## config.mk

```make
export PLATFORM = sky130hd
export DESIGN_NAME = step_dir_driver
export DESIGN_NICKNAME = d
export VERILOG_FILES = /design/src/rtl/step_pkg.sv /design/src/rtl/axis_step_gen.sv /design/src/rtl/step_dir_driver.sv
export SDC_FILE = /design/constraint.sdc
export NUM_CORES = 1
export LEC_CHECK = 0
export ABC_AREA = 0
export ABC_CLOCK_PERIOD_IN_PS = 2300
export CORE_MARGIN = 2
export CORE_UTILIZATION = 49
export CTS_CLUSTER_DIAMETER = 40
export CTS_CLUSTER_SIZE = 30
export DETAILED_ROUTE_END_ITERATION = 12
export GPL_TIMING_DRIVEN = 1
export HOLD_SLACK_MARGIN = 0.15
export PLACE_DENSITY = 0.77
export SYNTH_ARGS = -nofsm -noshare
export SYNTH_HDL_FRONTEND = slang
export SYNTH_SLANG_ARGS = --single-unit
```

## constraint.sdc

```tcl
create_clock -name pulse_clk -period 2.3 [get_ports pulse_clk]
set_input_delay 0.46 -clock pulse_clk [delete_from_list [all_inputs] [get_ports pulse_clk]]
set_output_delay 0.46 -clock pulse_clk [all_outputs]
set_load 0.05 [all_outputs]
```

## src/rtl/step_pkg.sv

```systemverilog
// rtl/step_pkg.sv - shared axis state encoding and direction constant
package step_pkg;

   typedef enum logic [1:0] {
      ST_IDLE  = 2'd0,
      ST_SETUP = 2'd1,
      ST_HIGH  = 2'd2,
      ST_LOW   = 2'd3
   } axis_state_e;

   localparam logic DIR_POS = 1'b1;

endpackage

```

## src/rtl/axis_step_gen.sv

```systemverilog
// rtl/axis_step_gen.sv - one stepper axis: request edge detect, pending slot,
// STEP/DIR timing FSM and commanded position counter
module axis_step_gen
   import step_pkg::*;
#(
   parameter int W_POS     = 16,
   parameter int CNT_W     = 8,
   parameter int DIR_SETUP = 2,
   parameter int STEP_HI   = 4,
   parameter int STEP_LO   = 4
) (
   input  logic             clk_i,
   input  logic             rst_i,
   input  logic             load_i,
   input  logic [W_POS-1:0] preset_i,
   input  logic             acc_i,
   input  logic             dec_i,
   output logic             step_o,
   output logic             dir_o,
   output logic [W_POS-1:0] pos_o,
   output logic             active_o,
   output logic             drop_o
);

   localparam logic [CNT_W-1:0] SETUP_LD = CNT_W'(DIR_SETUP - 1);
   localparam logic [CNT_W-1:0] HI_LD    = CNT_W'(STEP_HI - 1);
   localparam logic [CNT_W-1:0] LO_LD    = CNT_W'(STEP_LO - 1);
   localparam logic [CNT_W-1:0] CNT_ONE  = CNT_W'(1);
   localparam logic [W_POS-1:0] POS_ONE  = W_POS'(1);

   axis_state_e      state_q, state_d;
   logic [CNT_W-1:0] cnt_q, cnt_d;
   logic             dir_q, dir_d;
   logic [W_POS-1:0] pos_q, pos_d;
   logic             pend_v_q, pend_v_d;
   logic             pend_dir_q, pend_dir_d;
   logic             acc_q, dec_q;

   logic acc_e, dec_e, req, req_dir, cnt_zero, consume, launch, launch_dir;
   logic [W_POS-1:0] pos_up, pos_dn;

   assign acc_e    = acc_i & ~acc_q;
   assign dec_e    = dec_i & ~dec_q;
   assign req      = acc_e ^ dec_e;
   assign req_dir  = acc_e ? DIR_POS : ~DIR_POS;
   assign cnt_zero = (cnt_q == '0);
   assign pos_up   = pos_q + POS_ONE;
   assign pos_dn   = pos_q - POS_ONE;

   // The pending slot is drained from IDLE or at the last LOW cycle, which frees it for a new request that same cycle.
   assign consume    = pend_v_q & ((state_q == ST_IDLE) | ((state_q == ST_LOW) & cnt_zero));
   assign launch     = consume | (req & ~pend_v_q & (state_q == ST_IDLE));
   assign launch_dir = consume ? pend_dir_q : req_dir;

   always_comb begin
      state_d    = state_q;
      cnt_d      = cnt_q;
      dir_d      = dir_q;
      pos_d      = pos_q;
      pend_v_d   = pend_v_q & ~consume;
      pend_dir_d = pend_dir_q;
      drop_o     = acc_e & dec_e;

      if (req && !(state_q == ST_IDLE && !pend_v_q)) begin
         if (pend_v_q && !consume) begin
            drop_o = 1'b1;
         end else begin
            pend_v_d   = 1'b1;
            pend_dir_d = req_dir;
         end
      end

      case (state_q)
         ST_SETUP: begin
            if (cnt_zero) begin
               state_d = ST_HIGH;
               cnt_d   = HI_LD;
               pos_d   = (dir_q == DIR_POS) ? pos_up : pos_dn;
            end else begin
               cnt_d = cnt_q - CNT_ONE;
            end
         end
         ST_HIGH: begin
            if (cnt_zero) begin
               state_d = ST_LOW;
               cnt_d   = LO_LD;
            end else begin
               cnt_d = cnt_q - CNT_ONE;
            end
         end
         ST_LOW: begin
            if (cnt_zero) state_d = ST_IDLE;
            else          cnt_d   = cnt_q - CNT_ONE;
         end
         default: ;
      endcase

      if (launch) begin
         if (launch_dir == dir_q) begin
            state_d = ST_HIGH;
            cnt_d   = HI_LD;
            pos_d   = (launch_dir == DIR_POS) ? pos_up : pos_dn;
         end else begin
            dir_d   = launch_dir;
            state_d = ST_SETUP;
            cnt_d   = SETUP_LD;
         end
      end

      if (load_i) begin
         state_d  = ST_IDLE;
         cnt_d    = '0;
         pos_d    = preset_i;
         pend_v_d = 1'b0;
         drop_o   = 1'b0;
      end
   end

   always_ff @(posedge clk_i) begin
      if (rst_i) begin
         state_q    <= ST_IDLE;
         cnt_q      <= '0;
         dir_q      <= 1'b0;
         pos_q      <= '0;
         pend_v_q   <= 1'b0;
         pend_dir_q <= 1'b0;
         acc_q      <= 1'b0;
         dec_q      <= 1'b0;
      end else begin
         state_q    <= state_d;
         cnt_q      <= cnt_d;
         dir_q      <= dir_d;
         pos_q      <= pos_d;
         pend_v_q   <= pend_v_d;
         pend_dir_q <= pend_dir_d;
         acc_q      <= acc_i;
         dec_q      <= dec_i;
      end
   end

   assign step_o   = (state_q == ST_HIGH);
   assign dir_o    = dir_q;
   assign pos_o    = pos_q;
   assign active_o = (state_q != ST_IDLE) | pend_v_q;

endmodule

```

## src/rtl/step_dir_driver.sv

```systemverilog
// rtl/step_dir_driver.sv - two-axis STEP/DIR driver fed by interpolator step pulses
module step_dir_driver
   import step_pkg::*;
#(
   parameter int W_POS     = 16,
   parameter int CNT_W     = 8,
   parameter int DIR_SETUP = 2,
   parameter int STEP_HI   = 4,
   parameter int STEP_LO   = 4
) (
   input  logic                    pulse_clk,
   input  logic                    sys_rst,
   input  logic                    load_pos,
   input  logic signed [W_POS-1:0] Xs,
   input  logic signed [W_POS-1:0] Ys,
   input  logic                    X_acc,
   input  logic                    X_dec,
   input  logic                    Y_acc,
   input  logic                    Y_dec,
   input  logic                    draw_overH,
   output logic                    X_step,
   output logic                    X_dir,
   output logic                    Y_step,
   output logic                    Y_dir,
   output logic signed [W_POS-1:0] X_pos,
   output logic signed [W_POS-1:0] Y_pos,
   output logic                    busy,
   output logic                    overrun,
   output logic                    done
);

   logic x_active, y_active, x_drop, y_drop;
   logic draw_q, armed_q, armed_d, done_q, done_d, overrun_q, overrun_d, busy_q, busy_d;

   axis_step_gen #(
      .W_POS(W_POS), .CNT_W(CNT_W), .DIR_SETUP(DIR_SETUP), .STEP_HI(STEP_HI), .STEP_LO(STEP_LO)
   ) u_x (
      .clk_i(pulse_clk), .rst_i(sys_rst), .load_i(load_pos), .preset_i(Xs),
      .acc_i(X_acc), .dec_i(X_dec), .step_o(X_step), .dir_o(X_dir), .pos_o(X_pos),
      .active_o(x_active), .drop_o(x_drop)
   );

   axis_step_gen #(
      .W_POS(W_POS), .CNT_W(CNT_W), .DIR_SETUP(DIR_SETUP), .STEP_HI(STEP_HI), .STEP_LO(STEP_LO)
   ) u_y (
      .clk_i(pulse_clk), .rst_i(sys_rst), .load_i(load_pos), .preset_i(Ys),
      .acc_i(Y_acc), .dec_i(Y_dec), .step_o(Y_step), .dir_o(Y_dir), .pos_o(Y_pos),
      .active_o(y_active), .drop_o(y_drop)
   );

   // Arming is cleared by load_pos too, otherwise an idle machine would re-assert done right after a preset.
   always_comb begin
      armed_d   = armed_q | (draw_overH & ~draw_q);
      done_d    = done_q | (armed_q & ~x_active & ~y_active);
      overrun_d = overrun_q | x_drop | y_drop;
      busy_d    = x_active | y_active;
      if (load_pos) begin
         armed_d   = 1'b0;
         done_d    = 1'b0;
         overrun_d = 1'b0;
         busy_d    = 1'b0;
      end
   end

   always_ff @(posedge pulse_clk) begin
      if (sys_rst) begin
         draw_q    <= 1'b0;
         armed_q   <= 1'b0;
         done_q    <= 1'b0;
         overrun_q <= 1'b0;
         busy_q    <= 1'b0;
      end else begin
         draw_q    <= draw_overH;
         armed_q   <= armed_d;
         done_q    <= done_d;
         overrun_q <= overrun_d;
         busy_q    <= busy_d;
      end
   end

   assign busy    = busy_q;
   assign overrun = overrun_q;
   assign done    = done_q;

endmodule

```

==> impl_results.md <==
- Most common cell in the netlist: dfxtp_1
- Setup TNS: -2560 ps
- Status: finished, violations left
- First-pass GRT wire length: 25300 um
- Max FO, Critical Path: 7
- Commonest cells post-synth: dfxtp_1 (67), nand2_1 (58), nor2_1 (51)
- CP required: 2540 ps
- Core area: 0.00964 sq mm
- Synth unique cells: 70
- Row cnt: 36
- Final wirelength: 17500 um
- Slew margin rel.: 59.1%
- Non-Filler Instances: 941
- H-tree Lvls: 3
- Setup crit start kind: flop
- Layout net count: 854
- Initial antenna violation count: 0
- Number of synthesized register bits: 67
- Area delta synth->final: 51.2%
- Area occupied by multi-input gates: 0.00368 sq mm
- I/O pin count: 79
- DRC viols: 0
- R2R cell count: 10
- Total track usage: 30.0%
- Max_cap viols: 0
- Die area: 0.0106 sq mm
- Syn nets: 686
- DP Area: 0.00637 sq mm
- Critical Path Stages: 10
- EDFF count, synth: 0
- RD Place Congestion: 1.01
- CP most frequent cell: buf_6
- Clk_skew: 9.30 ps
- Count of hold-fix buffers inserted at cts: 0
- DPL Wire Length: 11500 um
- Die X: 103 um
- Post-synthesis sequential area ratio: 28.0%
- Worst Hold Depth: 2
- Tmin final: 2550 ps
- Synth area leaders: dfxtp_1 (28%), xnor2_1 (4.8%), nand2_1 (4.5%), o21ai_0 (4.4%), nor2_1 (4.0%)
- DP Worst Slack: -513 ps
- VDD IR max: 0.000488 V
- CP Cell Sequence: or4_4 > o211a_4 > buf_6 > nor4_4 > buf_4 > buf_6 > a21oi_1 > or3_1 > o211ai_1 > o21ai_1
- Asr flop ratio synth: 0%
- CP endpoint kind: flop
- Mapped Avg Cell Area: 7.53 sq um
- Ratio of cells with drive above 1 in the final layout: 31.3%
- Core Util, Final: 75.2%
- Placed cell count: 900
- Number of buffers created by CTS: 9
- CTS Buffer Depth: 2
- Top_reg_cell synth: dfxtp_1
- # fillers: 702
- CTS Root Cell: clkbuf_8
- Port bufs: 78
- CP delay by family, top: simple AND/OR/NAND/NOR gates
- Reg area: 0.00137 sq mm
- Ys Warns: 0
- Total number of vias: 5845
- Via density: 6.21
- Slew Viols, Final: 0
- Cell Pwr Density: 683 mW/mm^2
- Final-report hold violation count: 0
- HP Class: in2reg
- Count of final setup violators: 19
- Fmax: 392 MHz
- Kind of critical path: reg2reg
- Slowest CP cell: or4_4
- Synth Cell Area: 0.00479 sq mm
- Final worst-path cycle share: 111%
- Post-synth top area share: 28.0%
- Largest net degree at the start of global routing: 24
- Vias in the first global route: 5410
- CP Buf/Inv Count: 3
- Antenna Cells: 0
- Post-route setup slack: -250 ps
- First-pass detailed-route iteration total: 5
- Die Y: 103 um
- Largest area contributor in the netlist: dfxtp_1
- Violated checks: setup timing
- RSZ-0062 raised after global routing: true
- Starting DRT DRC Count: 592
- CTS tree: done
- Wirelength per Cell: 18.6 um
- Clk_lat worst skew: 350 ps
- Initial core utilization: 49.7%
- Crit-path max cell delay: 560 ps
- Post-Synthesis Cells: 636
- Remaining Overflow, GRT: 0
- Clk slew on worst S/H paths: 80 ps
- Antenna-violating nets left: 0
- Post-route cell area: 0.00725 sq mm
- CP arrival: 2790 ps
- Lkg Pwr: 2.78 nW
- Worst Tran Pin Value: 607 ps
- Clk sink count: 67
cells in the final DEF, fill, tap and decap left out, types with 4 or more instances in the layout:
cell / count
nor3_1: 21
o21ai_2: 5
or3_4: 4
o22ai_1: 4
nand2_1: 55
inv_1: 15
nor2_1: 48
buf_4: 105
clkdlybuf4s50_1: 72
nor4_4: 4
clkbuf_8: 12
buf_6: 17
a21oi_2: 9
nand3b_1: 5
dfxtp_1: 53
nand3_1: 33
nor4_2: 5
nor2b_1: 11
o21ai_0: 20
and3_1: 8
xor2_1: 21
nor3_2: 4
nand4_1: 17
or4_1: 5
mux2i_1: 6
nand2b_1: 6
o21ai_1: 19
xnor2_1: 24
ha_1: 8
or3_1: 12
a31oi_1: 8
dfxtp_2: 11
or2_2: 5
nor3b_1: 4
a21oi_1: 27
nor4_1: 9
sequential cells by signal (all words and copies together) (netlist names), 2 cells and up:
name and cells:
u_x.cnt_q 8, u_y.state_q 2, u_x.pos_o 16, u_y.cnt_q 8
u_y.pos_o 16, u_x.state_q 2
metrics by stage:
step                      power (mW)  hold WS, ps
after floorplan                 2.77          437
after global placement          3.47          448
after detailed placement        3.55          467
after CTS                       4.58          480
after global routing            5.16          377
final                           4.95          361
path summary, 6_finish.rpt:
kind | from | to | slack, ps
worst max register to register | u_x.cnt_q[4] | u_x.pos_o[1] | -250
worst min-delay path | Y_acc | u_y.acc_q | 360
worst max-delay path | u_x.cnt_q[4] | u_x.pos_o[1] | -250
worst min register to register | done | done | 480
kinds of logic (layout without fill, tap and decap cells):
| group | count (synthesis) | count (layout) | synth area share, % |
|---|---|---|---|
| AOI/OAI and AO/OA | 155 | 155 | 21.7 |
| xor gates and xnor gates | 47 | 47 | 8.59 |
| adders and majority gates | 10 | 10 | 2.61 |
| buffers and inverters | 61 | 232 | 5.20 |
| DFF | 67 | 67 | 28.0 |
| muxes | 9 | 9 | 1.91 |
| and+or+nand+nor | 287 | 288 | 32.0 |
area by class of cell:
type | instances | area share [%]
clock buffers | 13 | 2.33
clock inverters | 2 | 0.138
inverters | 18 | 0.932
multi-input cells | 509 | 50.8
flip-flops and latches | 67 | 18.9
well taps | 133 | 2.30
repair buffers | 199 | 24.6
metal layers:
metal	vias up	global-route usage, %	wire (um)
met2	364	51.2	8400
met5	-	0	0
met1	2723	36.0	6560
li1	2667	-	-
met3	91	6.51	1760
met4	0	13.5	750
what timing repair did:
action                                  4_1_cts  5_1_grt
setup buffers                                10       17
gates cloned                                  1        0
pin swaps                                    16       53
gates resized for setup                      31       99
endpoints found under the setup margin       34       44
where the power goes:
part,internal [mW],switching [mW]
Clock,0.472,0.470
Sequential,1.28,0.158
Combinational,1.16,1.42
Total,2.91,2.04
No activity file was read; power rests on OpenSTA's default activity.
